File: src/rtl/button_debouncer_pkg.sv
`default_nettype none
// ============================================================================
// Module      : game_pkg
// Description : Shared definitions for the push-button debouncer: one-hot
//               FSM state encodings and default timing constants.
//               Contents:
//                 c_DEFAULT_DEBOUNCE_CYCLES - stable time before a level is
//                                             accepted (2.5 ms @ 100 MHz)
//                 c_DEFAULT_REPEAT_CYCLES   - auto-repeat period (0.5 s)
//                 c_ST_*                    - 5-bit one-hot state codes
//                 state_t                   - FSM state type
// Revision    : 1.0 - initial release
// ============================================================================
package game_pkg;

    localparam int c_DEFAULT_DEBOUNCE_CYCLES = 250000;
    localparam int c_DEFAULT_REPEAT_CYCLES   = 50000000;

    localparam logic [4:0] c_ST_IDLE         = 5'b00001;
    localparam logic [4:0] c_ST_WAIT_PRESS   = 5'b00010;
    localparam logic [4:0] c_ST_PULSE        = 5'b00100;
    localparam logic [4:0] c_ST_HELD         = 5'b01000;
    localparam logic [4:0] c_ST_WAIT_RELEASE = 5'b10000;

    typedef enum logic [4:0] {
        S_IDLE         = c_ST_IDLE,
        S_WAIT_PRESS   = c_ST_WAIT_PRESS,
        S_PULSE        = c_ST_PULSE,
        S_HELD         = c_ST_HELD,
        S_WAIT_RELEASE = c_ST_WAIT_RELEASE
    } state_t;

endpackage
`default_nettype wire

File: src/rtl/button_debouncer_if.sv
`default_nettype none
// ============================================================================
// Module      : button_debouncer_if
// Description : Button bundle between the board pins / game logic and the
//               debouncer.
//               btn_raw - raw, asynchronous, bouncy button levels
//               DPBs    - debounced levels
//               SCENs   - single-cycle press enables
//               master : drives btn_raw, observes DPBs/SCENs
//               slave  : the debouncer itself
// Revision    : 1.0 - initial release
// ============================================================================
interface button_debouncer_if #(
    parameter int NUM_BTN = 4
);

    logic [NUM_BTN-1:0] btn_raw;
    logic [NUM_BTN-1:0] DPBs;
    logic [NUM_BTN-1:0] SCENs;

    modport master (
        output btn_raw,
        input  DPBs,
        input  SCENs
    );

    modport slave (
        input  btn_raw,
        output DPBs,
        output SCENs
    );

endinterface
`default_nettype wire

File: src/rtl/button_debouncer_debounce_core.sv
`default_nettype none
// ============================================================================
// Module      : debounce_core
// Description : Single-button debouncer: 2-flop synchronizer, debounce
//               counter and 5-state one-hot FSM with registered outputs.
//               Optional auto-repeat of the press enable while the button
//               stays held is compiled in when BUTTON_REPEAT_EN is defined.
//               Ports:
//                 clk       - system clock
//                 rst       - synchronous active-high reset
//                 i_btn_raw - raw asynchronous button level
//                 o_dpb     - debounced level
//                 o_scen    - one-cycle press enable (plus repeats)
// Revision    : 1.0 - initial release
// ============================================================================
module debounce_core
    import game_pkg::*;
#(
    parameter int DEBOUNCE_CYCLES = c_DEFAULT_DEBOUNCE_CYCLES,
    parameter int REPEAT_CYCLES   = c_DEFAULT_REPEAT_CYCLES
) (
    input  wire logic clk,
    input  wire logic rst,
    input  wire logic i_btn_raw,
    output logic      o_dpb,
    output logic      o_scen
);

    localparam int                 c_CNT_W   = $clog2(DEBOUNCE_CYCLES);
    localparam logic [c_CNT_W-1:0] c_CNT_MAX = c_CNT_W'(DEBOUNCE_CYCLES - 1);

    if ((DEBOUNCE_CYCLES < 2) || (REPEAT_CYCLES < 2)) begin : g_param_check
        $error("debounce_core: DEBOUNCE_CYCLES and REPEAT_CYCLES must be >= 2");
    end

    logic               sync_meta_q, sync_meta_d;
    logic               btn_sync_q, btn_sync_d;
    state_t             state_q, state_d;
    logic [c_CNT_W-1:0] cnt_q, cnt_d;
    logic               dpb_q, dpb_d;
    logic               scen_q, scen_d;

`ifdef BUTTON_REPEAT_EN
    localparam int                  c_RCNT_W   = $clog2(REPEAT_CYCLES);
    localparam logic [c_RCNT_W-1:0] c_RCNT_MAX = c_RCNT_W'(REPEAT_CYCLES - 1);

    logic [c_RCNT_W-1:0] rcnt_q, rcnt_d;
    logic                w_repeat_fire;
`endif

    always_comb begin
        sync_meta_d = i_btn_raw;
        btn_sync_d  = sync_meta_q;
        state_d     = state_q;
        cnt_d       = cnt_q;
`ifdef BUTTON_REPEAT_EN
        rcnt_d        = rcnt_q;
        w_repeat_fire = 1'b0;
`endif

        case (state_q)
            S_IDLE: begin
                if (btn_sync_q) begin
                    state_d = S_WAIT_PRESS;
                    cnt_d   = '0;
                end
            end

            S_WAIT_PRESS: begin
                if (!btn_sync_q) begin
                    state_d = S_IDLE;
                    cnt_d   = '0;
                end else if (cnt_q == c_CNT_MAX) begin
                    // Counter is cleared rather than allowed to wrap.
                    state_d = S_PULSE;
                    cnt_d   = '0;
                end else begin
                    cnt_d = cnt_q + c_CNT_W'(1);
                end
            end

            S_PULSE: begin
                state_d = S_HELD;
`ifdef BUTTON_REPEAT_EN
                rcnt_d  = '0;
`endif
            end

            S_HELD: begin
                if (!btn_sync_q) begin
                    state_d = S_WAIT_RELEASE;
                    cnt_d   = '0;
                end
`ifdef BUTTON_REPEAT_EN
                else if (rcnt_q == c_RCNT_MAX) begin
                    w_repeat_fire = 1'b1;
                    rcnt_d        = '0;
                end else begin
                    rcnt_d = rcnt_q + c_RCNT_W'(1);
                end
`endif
            end

            S_WAIT_RELEASE: begin
                // A return to 1 here is bounce: back to HELD with no new enable.
                if (btn_sync_q) begin
                    state_d = S_HELD;
`ifdef BUTTON_REPEAT_EN
                    rcnt_d  = '0;
`endif
                end else if (cnt_q == c_CNT_MAX) begin
                    state_d = S_IDLE;
                    cnt_d   = '0;
                end else begin
                    cnt_d = cnt_q + c_CNT_W'(1);
                end
            end

            default: begin
                state_d = S_IDLE;
                cnt_d   = '0;
            end
        endcase

        // Outputs are decoded from the next state so they change on the
        // same edge that enters the state.
        dpb_d  = (state_d == S_PULSE) || (state_d == S_HELD) ||
                 (state_d == S_WAIT_RELEASE);
`ifdef BUTTON_REPEAT_EN
        scen_d = (state_d == S_PULSE) || w_repeat_fire;
`else
        scen_d = (state_d == S_PULSE);
`endif
    end

    always_ff @(posedge clk) begin
        if (rst) begin
            sync_meta_q <= 1'b0;
            btn_sync_q  <= 1'b0;
            state_q     <= S_IDLE;
            cnt_q       <= '0;
            dpb_q       <= 1'b0;
            scen_q      <= 1'b0;
`ifdef BUTTON_REPEAT_EN
            rcnt_q      <= '0;
`endif
        end else begin
            sync_meta_q <= sync_meta_d;
            btn_sync_q  <= btn_sync_d;
            state_q     <= state_d;
            cnt_q       <= cnt_d;
            dpb_q       <= dpb_d;
            scen_q      <= scen_d;
`ifdef BUTTON_REPEAT_EN
            rcnt_q      <= rcnt_d;
`endif
        end
    end

    assign o_dpb  = dpb_q;
    assign o_scen = scen_q;

endmodule
`default_nettype wire

File: src/rtl/button_debouncer.sv
`default_nettype none
// ============================================================================
// Module      : button_debouncer
// Description : Debounces NUM_BTN board push-buttons into debounced levels
//               (DPBs) and single-cycle press enables (SCENs) for the game
//               logic. Each button is handled by an independent
//               debounce_core. Defining BUTTON_REPEAT_EN adds auto-repeat
//               of SCENs while a button is held.
//               Ports:
//                 clk   - system clock
//                 reset - synchronous active-high reset
//                 bus   - button_debouncer_if.slave (btn_raw in,
//                         DPBs/SCENs out)
// Revision    : 1.0 - initial release
// ============================================================================
module button_debouncer
    import game_pkg::*;
#(
    parameter int NUM_BTN         = 4,
    parameter int DEBOUNCE_CYCLES = c_DEFAULT_DEBOUNCE_CYCLES,
    parameter int REPEAT_CYCLES   = c_DEFAULT_REPEAT_CYCLES
) (
    input  wire logic          clk,
    input  wire logic          reset,
    button_debouncer_if.slave  bus
);

    logic [NUM_BTN-1:0] w_dpbs;
    logic [NUM_BTN-1:0] w_scens;

    for (genvar g = 0; g < NUM_BTN; g++) begin : g_btn
        debounce_core #(
            .DEBOUNCE_CYCLES (DEBOUNCE_CYCLES),
            .REPEAT_CYCLES   (REPEAT_CYCLES)
        ) u_core (
            .clk       (clk),
            .rst       (reset),
            .i_btn_raw (bus.btn_raw[g]),
            .o_dpb     (w_dpbs[g]),
            .o_scen    (w_scens[g])
        );
    end

    assign bus.DPBs  = w_dpbs;
    assign bus.SCENs = w_scens;

endmodule
`default_nettype wire

File: src/flat_wrapper.sv
// flat-port wrapper written by rule: the top's interface ports become plain ports
module button_debouncer_flat import game_pkg::*;
#(
    parameter int NUM_BTN         = 4,
    parameter int DEBOUNCE_CYCLES = c_DEFAULT_DEBOUNCE_CYCLES,
    parameter int REPEAT_CYCLES   = c_DEFAULT_REPEAT_CYCLES
)
  (clk, reset, bus_btn_raw, bus_DPBs, bus_SCENs);
  button_debouncer_if #(.NUM_BTN(NUM_BTN)) bus_i ();
  input  wire logic clk;
  input  wire logic reset;
  input wire logic [$bits(bus_i.btn_raw)-1:0] bus_btn_raw;
  output wire logic [$bits(bus_i.DPBs)-1:0] bus_DPBs;
  output wire logic [$bits(bus_i.SCENs)-1:0] bus_SCENs;
  assign bus_i.btn_raw = bus_btn_raw;
  assign bus_DPBs = bus_i.DPBs;
  assign bus_SCENs = bus_i.SCENs;
  button_debouncer #(.NUM_BTN(NUM_BTN), .DEBOUNCE_CYCLES(DEBOUNCE_CYCLES), .REPEAT_CYCLES(REPEAT_CYCLES)) u_core (.clk(clk), .reset(reset), .bus(bus_i));
endmodule
File: config.mk
export PLATFORM = sky130hd
export DESIGN_NAME = button_debouncer_flat
export DESIGN_NICKNAME = d
export VERILOG_FILES = /design/src/rtl/button_debouncer_pkg.sv /design/src/rtl/button_debouncer_if.sv /design/src/rtl/button_debouncer_debounce_core.sv /design/src/rtl/button_debouncer.sv /design/src/flat_wrapper.sv
export SDC_FILE = /design/constraint.sdc
export NUM_CORES = 1
export LEC_CHECK = 0
export CORE_ASPECT_RATIO = 0.5
export CORE_MARGIN = 2
export CORE_UTILIZATION = 45
export DETAILED_ROUTE_END_ITERATION = 6
export HOLD_SLACK_MARGIN = 0.08
export PLACE_DENSITY = 0.73
export SLEW_MARGIN = 10
export SYNTH_ARGS = -nofsm -noshare
export SYNTH_HDL_FRONTEND = slang
export SYNTH_SLANG_ARGS = --single-unit
File: constraint.sdc
create_clock -name clk -period 2.3 [get_ports clk]
set_input_delay 0.46 -clock clk [delete_from_list [all_inputs] [get_ports clk]]
set_output_delay 0.46 -clock clk [all_outputs]
set_load 0.05 [all_outputs]
# Word level (Yosys, flattened, before mapping)
# Index checks and enable logic that the tools add are counted.
# word_totals
input_bits	6
register_bits	108
# classes
n_mux	52
bitwise_logic	4
n_eq_ne	48
addsub	4
reduce_logical	12
# ops
cell	n
$mux W18	20
$pmux W18 S5	4
$mux W5	24
$pmux W5 S5	4
$add A18 B1 Y18 const B	4
$eq A18 B18 Y1 const B	4
$eq A5 B3 Y1 const B	8
$eq A5 B4 Y1 const B	8
$eq A5 B5 Y1 const B	8
$ne A2 B2 Y1 const B	12
$eq A5 B1 Y1 const B	4
$eq A5 B2 Y1 const B	4
$reduce_and A4 Y1	4
$logic_or A1 B1 Y1	8
$not A1 Y1	4

# Logic depth before layout (Yosys ltp)
# logic_depth
word_depth	7
ltp_mapped	8
mapped_depth_nobuf	6

# Hierarchy
# Synthesis repeated with hierarchy kept, for this count alone.
# unflattened
cells_unflattened	680
hier_area_um2	5758.0
# by_module_without_submodules
module	seq_area_each_um2	area_each_um2	cells_each	instances
debounce_core at u_core.g_btn[0].u_core ...	540.5	1445.1	172	3
debounce_core at u_core.g_btn[3].u_core	540.5	1422.6	164	1

# Least setup slack after synthesis
# OpenSTA, ideal clock, no wires.
# synth_timing
path_kind	register to register
start	register u_core.g_btn[1].u_core.cnt_q[0]
end	register u_core.g_btn[1].u_core.cnt_q[11]
slack_ns	0.263
setup_ns	0.117
arrival_time_ns	1.920
stages_incl_launch_ff	8
synth_period_minus_slack_ns	2.037
cell_sequence	dfxtp_1 ha_1 nand2_1 nor4_1 a21oi_1 o21ai_1 buf_2 nor2_1
# synth_between
elab_chain_cells	4
word_cells_on_any_way	6
# synth_lines
element	line_no	source
from (decl)	button_debouncer_debounce_core.sv:39	logic [c_CNT_W-1:0] cnt_q, cnt_d;
from (signal assigned)	button_debouncer_debounce_core.sv:151	cnt_q <= cnt_d;
$add A18 B1 Y18 or $eq A18 B18 Y1 (tied branches)	-	
$mux W18 (*)	button_debouncer_debounce_core.sv:73, button_debouncer_debounce_core.sv:111	
$mux W18, on equally long branches	button_debouncer_debounce_core.sv:106, button_debouncer_debounce_core.sv:70	
$pmux W18 S5 (*)	button_debouncer_debounce_core.sv:61	case (state_q)
# Mark *: on every way between the ends. The rest lies on a longest branch, timed or not. The select of a mux whose other input is x is not followed.
# A chain may end at the register's enable or synchronous reset.

# Worst setup path after layout
# layout_timing
start	register u_core.g_btn[3].u_core.cnt_q[0]
end	register u_core.g_btn[3].u_core.state_q[0]
# layout_between
elab_chain_cells	4
word_cells_on_any_way	6
# layout_lines
element	line_no	source
from (decl)	button_debouncer_debounce_core.sv:39	
from (signal assigned)	button_debouncer_debounce_core.sv:151	
$eq A18 B18 Y1 (*)	button_debouncer_debounce_core.sv:73, button_debouncer_debounce_core.sv:111	
$mux W5, on equally long branches	button_debouncer_debounce_core.sv:111, button_debouncer_debounce_core.sv:73	
$mux W5, on equally long branches	button_debouncer_debounce_core.sv:106, button_debouncer_debounce_core.sv:70	
$pmux W5 S5 (*)	button_debouncer_debounce_core.sv:61	
to (signal assigned)	button_debouncer_debounce_core.sv:150	state_q <= state_d;
to (decl)	button_debouncer_debounce_core.sv:38	state_t state_q, state_d;
# Mark *: on every way between the ends. The rest lies on a longest branch, timed or not.

==> results by group <==
Outcome
  – Outcome: finished, final reports clean

Global routing
  – First-pass GRT wire length: 21.5 mm
  – Antenna violations before repair: 0
  – Vias in the first global route: 4770
  – Largest net degree at the start of global routing: 37
  – Total gr overflow: 0
  – Gr usage total: 0.183

Drt
  – Vias/cell: 5.94
  – WL/cell: 14.1 microns
  – Final WL: 12.5 mm
  – 1st-iter DRT viols: 430
  – Post-route ant nets: 0
  – # DRC: 0
  – Vias: 5291
  – TritonRoute pass-1 iters: 5

Synth
  – Synth Register Bits: 108
  – Leading area contributor after synthesis: dfxtp_1
  – Top cell type's share of synthesized area: 0.369
  – Synth area leaders: dfxtp_1, a21oi_1, nand3_1
  – Syn avg cell area: 8.08 sq um
  – XOR/XNOR share of the synthesized area: 0.0329
  – Syn Nets: 735
  – YS warnings: 0
  – Post-synth design cell area: 0.00586 sq mm
  – Syn Inst Count: 725
  – Sequential-to-total area share from yosys stat: 0.369
  – Largest family of logic cells by synthesized area: simple AND/OR/NAND/NOR gates
  – Number of synthesized flops with an enable pin: 0
  – Synth unique cells: 71
  – Synth Area in Adders: 0.00855
  – Compound-Gate Fraction of Synth Area: 0.191
  – Main flop type after synthesis: dfxtp_1
  – Synth Area in Simple Gates: 0.345
  – Ys async rst share: 0
  – Post-synthesis mux area share: 0

Final layout
  – Layout Cells excl Fill: 891
  – Post-route cell area: 0.00643 sq mm
  – Layout cell share with drive strength beyond 1: 0.0777
  – Final core utilization: 0.506
  – Antenna Cells: 0
  – Most common cell after layout, fill and taps aside: dfxtp_1
  – Filler cells: 1174
  – Final nets: 726
  – Multi-input logic area: 0.00339 sq mm
  – FF+latch area: 0.00216 sq mm
  – Area grow syn2layout: 9.81%
  – Most frequent cells in the layout: dfxtp_1, a21oi_1, nand3_1

Timing
  – Max_slew headroom: 0.663
  – Min Hold Slack: 435 ps
  – Final setup viols: 0
  – Final worst slack: 188 ps
  – Final Max Slew Viols: 0
  – Fmax: 474 MHz
  – Post-route clock period utilization: 0.918
  – Final Hold Viols: 0
  – Clock Skews: 6.27 ps
  – Actual slew at the worst max-slew pin: 498 ps
  – RSZ-0062 raised after global routing: false
  – Final Critical Period: 2110 ps
  – Final setup TNS: 0 ps

Setup path
  – FF-to-FF Start: u_core.g_btn[3].u_core.cnt_q[0]
  – Crit path max-delay family: simple AND/OR/NAND/NOR gates
  – Arr. time, crit path: 2410 ps
  – Sequence of cells on the critical path: ha_1 -> nand3_1 -> or3_1 -> or3_1 -> a211oi_2 -> or2_2
  – Crit-path max FO: 5
  – WS Path Type: reg -> reg
  – Crit path launch type: register
  – CP Data Required Time: 2600 ps
  – Buf/Inv on CP: 0
  – CP peak stage delay: 420 ps
  – Critical R2R Capture: u_core.g_btn[3].u_core.state_q[0]
  – Crit path to: u_core.g_btn[3].u_core.state_q[0]
  – Reg2reg path depth: 6
  – Crit path depth: 6
  – Worst Setup End Kind: register
  – Slowest cell on crit path: or3_1
  – Crit path launch: u_core.g_btn[3].u_core.cnt_q[0]
  – Crit path top cell by count: or3_1
  – FF-to-FF setup slack: 190 ps

Floorplanning
  – Die area: 0.0140 sq mm
  – Die Span Y: 84.7 microns
  – # IOs: 14
  – Starting Density: 0.461
  – Core Region: 0.0127 sq mm
  – Row cnt: 29
  – Die span in x: 165 microns

Clocking
  – Root buffer cell: clkbuf_16
  – Post-CTS setup buffers: 0
  – TritonCTS buffer count: 9
  – Clock sinks: 108
  – CTS tree: done
  – Htree depth: 3
  – Hold_buf cts: 0
  – Clk buf depth: 2
  – Clk slew on worst S/H paths: 80 ps
  – Worst skew pair latency: 350 ps
  – Post_cts resized: 0

Power and ir drop
  – Reg power frac: 0.494
  – Clk pwr share: 0.433
  – Final total power: 3.87 mW
  – Int Pwr: 2.95 mW
  – Maximum VDD drop: 478 uV
  – Sw frac: 0.238
  – Comb power frac: 0.073
  – Switching pwr: 919 uW
  – Pwr/cell area: 601 mW/mm^2
  – P_leak: 2.07 nW

Placement
  – DP Area: 0.00610 sq mm
  – Final HPWL DP: 8.30 mm
  – Routability Congestion: 0.839
  – PortBufs: 13
  – Post-Place Cells: 875
  – Pre-CTS WS: 237 ps

Hold path
  – Hold Path Cell Cnt: 1
  – Hold Path Class: reg -> reg

Job
  – Max_cap viols: 0
-- registers in the layout, indices dropped and copies added (netlist names) --
signal	count
u_core.g_btn.u_core.btn_sync_d	4
u_core.g_btn.u_core.o_dpb	4
u_core.g_btn.u_core.cnt_q	72
u_core.g_btn.u_core.o_scen	4
u_core.g_btn.u_core.state_q	20
u_core.g_btn.u_core.btn_sync_q	4
-- power by group through the flow --
stage	Sequential [mW]	Combinational (mW)	Clock (mW)
after detailed placement	1.95	0.280	0
after CTS	1.91	0.282	1.71
after global placement	1.95	0.276	0
after floorplan	1.93	0.216	0
final	1.91	0.283	1.68
after global routing	1.91	0.313	1.78
-- synth_stat cells, drive strengths merged, types with 13 or more instances --
cell type,instances
dfxtp,108
clkbuf,23
and3,21
nor3,32
nand3,48
inv,16
nand4,23
o21ai,49
or4,18
nor4,13
nand2,42
a21oi,53
nor2b,17
buf,29
nor2,46
or3,20
-- worst register-to-register path: stages (launching register included) --
cell,delay (ps)
dfxtp_1,390
ha_1,230
nand3_1,120
or3_1,420
or3_1,380
a211oi_2,340
or2_2,160
-- kinds of logic after synthesis --
family          count (synthesis)
compound gates                173
buf+inv                        68
xor+xnor                       22
flops                         108
simple gates                  350
fa+ha+maj                       4
-- per-layer routing --
metal / vias to the layer above / routed length, microns / global-route usage
li1: 2687 / - / -
met1: 2502 / 6200 / 0.247
met2: 91 / 5840 / 0.302
met3: 11 / 383 / 0.0356
met4: 0 / 115 / 0.0494
met5: - / 0 / 0
-- worst min-delay path by stage --
stage,startpoint,end,slack [ps]
2_1_floorplan,u_core.g_btn[0].u_core.btn_sync_d,u_core.g_btn[0].u_core.btn_sync_q,410
3_3_place_gp,u_core.g_btn[2].u_core.btn_sync_d,u_core.g_btn[2].u_core.btn_sync_q,420
3_5_place_dp,u_core.g_btn[2].u_core.btn_sync_d,u_core.g_btn[2].u_core.btn_sync_q,420
4_1_cts,u_core.g_btn[1].u_core.btn_sync_d,u_core.g_btn[1].u_core.btn_sync_q,430
5_1_grt,u_core.g_btn[0].u_core.btn_sync_d,u_core.g_btn[0].u_core.btn_sync_q,460
6_report,u_core.g_btn[1].u_core.btn_sync_d,u_core.g_btn[1].u_core.btn_sync_q,430
-- cell type report --
type | count | share of cell area
multi-input cells | 549 | 0.527
flip-flops and latches | 108 | 0.336
repair buffers | 32 | 0.0436
clock buffers | 9 | 0.0350
well taps | 170 | 0.0331
clock inverters | 7 | 0.0156
inverters | 16 | 0.00934
No activity file was read; power rests on OpenSTA's default activity.
